`config.mk`:
```
export PLATFORM = sky130hd
export DESIGN_NAME = sqrt_prenorm
export DESIGN_NICKNAME = d
export VERILOG_FILES = /design/src/rtl/sqrt_pkg.sv /design/src/rtl/sqrt_prenorm.sv
export SDC_FILE = /design/constraint.sdc
export NUM_CORES = 1
export LEC_CHECK = 0
export ABC_AREA = 1
export CORE_ASPECT_RATIO = 1.25
export CORE_UTILIZATION = 46
export CTS_CLUSTER_DIAMETER = 60
export DETAILED_ROUTE_END_ITERATION = 6
export PLACE_DENSITY = 0.76
export SETUP_SLACK_MARGIN = 0.1
export SYNTH_ARGS = -nofsm -noshare
export SYNTH_HDL_FRONTEND = slang
export SYNTH_SLANG_ARGS = --single-unit
```
`constraint.sdc`:
```
create_clock -name clk -period 2 [get_ports clk]
set_clock_uncertainty 0.15 [all_clocks]
set_input_delay 0.2 -clock clk [delete_from_list [all_inputs] [get_ports clk]]
set_output_delay 0.2 -clock clk [all_outputs]
set_load 0.02 [all_outputs]
```
`src/rtl/sqrt_pkg.sv`:
```
// Shared types and constants for the square-root range reduction, core wrapper and post-stage.
package sqrt_pkg;
  typedef enum logic [1:0] {IDLE, SCAN, OUT} sqrt_state_e;

  localparam int MANT_W    = 15;
  localparam int MANT_FRAC = 8;
  localparam int RANGE_LO  = 256;
  localparam int RANGE_HI  = 1023;

  localparam int IN_W_DEF    = 32;
  localparam int IN_FRAC_DEF = 16;
  localparam int EXP_W_DEF   = 5;
endpackage

```
`src/rtl/sqrt_prenorm.sv`:
```
// Normalises an unsigned fixed-point operand to m * 4^e with m in [1.0, 4.0),
// one 2-bit shift per cycle; m is emitted as ufix15_En8.
module sqrt_prenorm
  import sqrt_pkg::*;
#(
  parameter int IN_W    = IN_W_DEF,
  parameter int IN_FRAC = IN_FRAC_DEF,
  parameter int EXP_W   = EXP_W_DEF
) (
  input  logic              clk,
  input  logic              reset,
  input  logic              in_valid,
  output logic              in_ready,
  input  logic [IN_W-1:0]   in_data,
  output logic              out_valid,
  input  logic              out_ready,
  output logic [MANT_W-1:0] out_mant,
  output logic [EXP_W-1:0]  out_exp,
  output logic              out_zero
);

  sqrt_state_e       state_q, state_d;
  logic [IN_W-1:0]   w_q, w_d;
  logic [EXP_W-1:0]  e_q, e_d;
  logic [MANT_W-1:0] mant_q, mant_d;
  logic [EXP_W-1:0]  oexp_q, oexp_d;
  logic              zero_q, zero_d;

  always_ff @(posedge clk) begin
    if (reset) begin
      state_q <= IDLE;
      w_q     <= '0;
      e_q     <= '0;
      mant_q  <= '0;
      oexp_q  <= '0;
      zero_q  <= 1'b0;
    end else begin
      state_q <= state_d;
      w_q     <= w_d;
      e_q     <= e_d;
      mant_q  <= mant_d;
      oexp_q  <= oexp_d;
      zero_q  <= zero_d;
    end
  end

  always_comb begin
    state_d = state_q;
    w_d     = w_q;
    e_d     = e_q;
    mant_d  = mant_q;
    oexp_d  = oexp_q;
    zero_d  = zero_q;
    case (state_q)
      IDLE: begin
        if (in_valid) begin
          w_d     = in_data;
          e_d     = '0;
          state_d = SCAN;
        end
      end
      SCAN: begin
        if (w_q == '0) begin
          zero_d  = 1'b1;
          mant_d  = '0;
          oexp_d  = '0;
          state_d = OUT;
        end else if (|w_q[IN_W-1:IN_FRAC+2]) begin
          // Value >= 4.0: divide by 4, truncating the dropped bits.
          w_d = w_q >> 2;
          e_d = e_q + EXP_W'(1);
        end else if (w_q[IN_FRAC+1:IN_FRAC] == 2'b00) begin
          w_d = w_q << 2;
          e_d = e_q - EXP_W'(1);
        end else begin
          mant_d  = w_q[IN_FRAC+6:IN_FRAC-8];
          oexp_d  = e_q;
          zero_d  = 1'b0;
          state_d = OUT;
        end
      end
      OUT: begin
        if (out_ready) state_d = IDLE;
      end
      default: state_d = IDLE;
    endcase
  end

  assign in_ready  = (state_q == IDLE);
  assign out_valid = (state_q == OUT);
  assign out_mant  = mant_q;
  assign out_exp   = oexp_q;
  assign out_zero  = zero_q;

endmodule

```
### Yosys cells after proc, flatten, opt, wreduce, memory -nomap -nowiden

Index checks and enable logic that the tools add are counted.
Widths: inputs -> output; s select.

| storage, ports and cells | value |
|---|---|
| bits in registers | 60 |
| word-level logic and storage cells | 51 |
| output and inout port bits | 23 |
| bits of input ports | 36 |

| operators by class | value |
|---|---|
| $add $sub $neg | 2 |
| equality and inequality tests | 10 |
| mux-type cells | 25 |
| reductions and logical operators | 8 |

Operators with widths:

| operator | count |
|---|---|
| $mux 32 | 4 |
| $pmux 32 s2 | 1 |
| $mux 15 | 3 |
| $mux 5 | 7 |
| $logic_not 32->1 | 1 |
| $reduce_or 14->1 | 1 |
| $mux 2 | 5 |
| $pmux 5 s2 | 1 |
| $ne 3x3->1 const B | 3 |
| $ne 2x2->1 const B | 4 |
| $reduce_and 4->1 | 2 |
| $pmux 2 s3 | 1 |
| $add 5x1->5 const B | 1 |
| $sub 5x1->5 const B | 1 |
| $logic_not 2->1 | 2 |
| $mux 1 | 3 |
| $reduce_and 3->1 | 1 |
| $eq 2x1->1 const B | 1 |
| $eq 2x2->1 const B | 1 |
| $ne 2x1->1 const B | 1 |
| $reduce_bool 2->1 | 1 |

### Depth between registers and ports, before layout

| depth | value |
|---|---|
| depth after elaboration | 5 |
| depth in mapped cells | 16 |
| depth with buffers taken out | 15 |

### Worst setup path after synthesis

No wires, ideal clock.

| path | value |
|---|---|
| path type | register -> register |
| start | register w_q[26] |
| end | register e_q[4] |
| required time | 1782 ps |
| slack | 65 ps |
| data arrival time | 1717 ps |
| clock period less this slack | 1935 ps |
| cell stages (with the launch flop) | 15 |
| setup time | 68 ps |
| path buffers | 1 |
| path through | dfxtp_1 nor2_1 nand2_1 nor2_2 nand2_2 inv_2 buf_2 ha_1 inv_1 nor2_1 nor2_1 nand2_1 nand2_1 nand3_1 a21oi_2 |

| on the way | value |
|---|---|
| word-level cells in the longest chain between the ends | 4 |
| elaborated cells on any way between the ends | 8 |
| those cells by class | eq/ne (2); mux (3); reduce/logical (3) |

Ends and longest elaborated chain:

| element | line | text |
|---|---|---|
| start: declaration | sqrt_prenorm.sv:23 | `logic [IN_W-1:0] w_q, w_d;` |
| start signal: assignment | sqrt_prenorm.sv:39 | `w_q <= w_d;` |
| $reduce_or 14->1 | sqrt_prenorm.sv:68 | `end else if (\|w_q[IN_W-1:IN_FRAC+2]) begin` |
| $mux 5 | sqrt_prenorm.sv:68 |  |
| $mux 5 | sqrt_prenorm.sv:63 | `if (w_q == '0) begin` |
| $pmux 5 s2 | sqrt_prenorm.sv:54 | `case (state_q)` |
| end signal: assignment | sqrt_prenorm.sv:33 | `e_q <= '0;` |
| end signal: assignment | sqrt_prenorm.sv:40 | `e_q <= e_d;` |
| end: declaration | sqrt_prenorm.sv:24 | `logic [EXP_W-1:0] e_q, e_d;` |

Parallel ways exist; a longest one is shown, timed or not. The select of a mux whose other input is x is not followed.
A chain may end at the register's enable or synchronous reset.

### Worst setup path after layout

| path | value |
|---|---|
| start | register w_q[23] |
| end | register e_q[4] |

Same word-level chain as after synthesis.

==> results.cfg <==
[worst_setup_path]
rrSetupSlack_ps = 100
crit_type = register to register
cp-start-kind = register
r2r_start = w_q[23]
r2r_end = e_q[4]
endpoint_kind = register
crit_arrival_ps = 2020
worstPathRequired_ps = 2130
cp_max_fo = 3
r2r_cells = 14
cp-endpoint = e_q[4]
critPathLaunch = w_q[23]

[global_routing]
grt-ovfl-total = 0
grt_pass1_wl_mm = 12.5
grt_usage_pct = 24.3
grt_antenna_before_repair = 0
grt_pass1_vias = 2678
grt_start_max_net_pins = 32

[clock_tree]
clkSlewWorstSetupHoldPaths_ps = 70
cts_sinks = 60
cts.path.max_buffers = 2
clock_latency_ps = 340
cts_buffers = 9
cts_tree = yes
cts.htree.levels = 3
ctsHoldBuffers = 0
cts_root_buf = clkbuf_8

[power]
power_uw = 3380
vdd_drop_max_mv = 0.489
power.leakage_uw = 0.00155
power_density_nw_per_um2 = 852

[final_layout]
area_delta_synth_final_pct = 37.7
nets = 505
layout-drive-gt1-share_pct = 17.8
antenna_cells_inserted = 0
n_fill_cell = 498

[yosys]
yosysTopAreaCellShare_pct = 41.6
syn_nets = 435
netlist_area_sq_um = 2890
yosys-top-cells-area = dfxtp_1 42%, o21ai_0 8.8%, a21oi_1 8.0%
synth_warnings = 0
yosys.area.top_type = dfxtp_1
synthFlopType = dfxtp_1
async_flop_share_pct = 0
syn_avg_cell_area_sq_um = 7.27
seq_area_frac_synth_pct = 41.6
synth_edf_count = 0
synth_seq_cells = 60
synth.distinct_cells = 32
synthCells = 397

[sta]
fin_crit_ps = 1900
finalSetupViolCount = 0
whs_ps = 286
fmax_ghz = 0.527
worst_slew_pin_slew_ps = 298
finalMaxSlewViolations = 0
final-hold-violation-count = 0
rsz0062_at_grt = true
relSlewSlack_pct = 80.1
finalCritPeriodShare_pct = 94.9

[place]
place_congestion = 0.823
dp.final_hpwl_mm = 5.12
io_buffers = 58

[floorplanning]
core_region_area_sq_um = 5930
ioPinCount = 59
die_h_um = 90.5
initial_utilization_pct = 48.6
die_area_sq_um = 6590
num_rows = 31
fp.dieW_um = 72.8

[run]
maxCapViolations = 0

[route]
dr.first_iter.drc_count = 213
vias_per_cell = 5.38
route.vias.total = 2975
final_antenna_net_count = 0
remaining_drc_errors = 0
firstDrtPassIters = 4
wl_per_cell_um = 14.2
finalWirelength_mm = 7.85

[min_path]
hp-class = register to register
min_from = out_mant[11]

[run_status]
status = finished clean
-- critical path, cell delays in order, from the launching register on --
cell      delay, ps
dfxtp_2         340
nor2_2          120
nand2_2          90
nor2_4          170
nand2_4          90
nand2_2          90
nand2_2          60
inv_2            60
ha_2            160
inv_2            40
nand2_2          80
nand3_2          80
nand3b_1        100
nand3_2          90
a21oi_2         130
-- area by class of cell --
cell class                 instances  area (sq um)  area share, %
multi-input combinational        276          1480           37.2
inverter                          37           154           3.87
timing repair inverter             1          5.00          0.126
clock buffer                      11           151           3.81
tap                               82           103           2.58
timing repair buffer              82           803           20.2
clock inverter                     4          72.6           1.83
sequential                        60          1210           30.4
-- metrics by stage --
| step | cell area, sq um | setup slack, ps | utilization (%) | setup TNS (ps) | cells |
|---|---|---|---|---|---|
| after CTS | 3790 | 108 | 63.9 | 0 | 545 |
| after global routing | 3970 | -25.0 | 66.9 | -25.0 | 553 |
| after detailed placement | 3530 | 9.62 | 59.5 | 0 | 527 |
| after global placement | 3530 | 85.5 | 59.5 | 0 | 527 |
| final | 3970 | 102 | 66.9 | 0 | 553 |
| after floorplan | 2890 | 107 | - | 0 | 397 |
-- power by group --
part	switching, uW	leakage [uW]	internal, uW
logic	433	0.000950	337
registers	83.4	0.000492	1290
clock network	486	0.000111	761
-- metal layers --
metal / global-route usage (%) / vias to the layer above / routed length, um
li1: - / 1464 / -
met5: 0 / - / 0
met1: 31.2 / 1402 / 3280
met3: 3.79 / 14 / 368
met2: 39.6 / 95 / 4090
met4: 10.6 / 0 / 116
-- synth_stat cells (4+ instances only) --
master and number:
o21ai_1 12, nand2_2 4, inv_1 31, buf_6 5, buf_2 5, nand2_1 51
o22ai_1 4, nor2_2 4, a21oi_1 46, nand3_1 39, mux2i_1 6, a21oi_2 5
dfxtp_1 60, clkbuf_1 11, o21ai_0 51, nor2_1 38
-- worst min path at each step --
stage | end | depth (start not counted)
after global placement | out_mant[10] | 2
after detailed placement | out_mant[11] | 2
final | out_mant[11] | 2
after CTS | out_mant[11] | 2
after global routing | out_mant[11] | 2
after floorplan | w_q[30] | 2
-- flip-flops by register name, indices dropped and copies added (netlist names) --
signal	flops
w_q	32
e_q	5
state_q	2
out_mant	15
out_exp	5
out_zero	1
-- logic make-up (layout without fill, tap and decap cells) --
kind of cell               after synthesis  count (layout)  share of synthesized area (%)
xor gates and xnor gates                 2               2                          0.607
and+or+nand+nor                        148             148                           23.5
muxes                                    6               6                           2.08
adders and majority gates                2               2                          0.867
DFF                                     60              60                           41.6
AOI/OAI and AO/OA                      118             118                           21.3
buffers and inverters                   61             135                           10.1
-- cell usage in the layout, fill, tap and decap left out, types with 6 or more instances in the layout --
cell,synthesis,final
nand2_1,51,46
inv_1,31,28
clkbuf_8,0,11
mux2i_1,6,6
clkdlybuf4s50_1,0,56
dfxtp_1,60,55
buf_4,3,20
o21ai_0,51,48
nand2_2,4,7
a21oi_1,46,46
nor2_1,38,36
nand3_1,39,36
o21ai_1,12,15
-- timing repair --
item / in CTS / in global routing
resized for setup: 4 / 35
endpoints found under the setup margin: 36 / 41
pin swaps: 1 / 15
cloned: 0 / 2
setup buffers: 3 / 6
No activity file was read; power rests on OpenSTA's default activity.
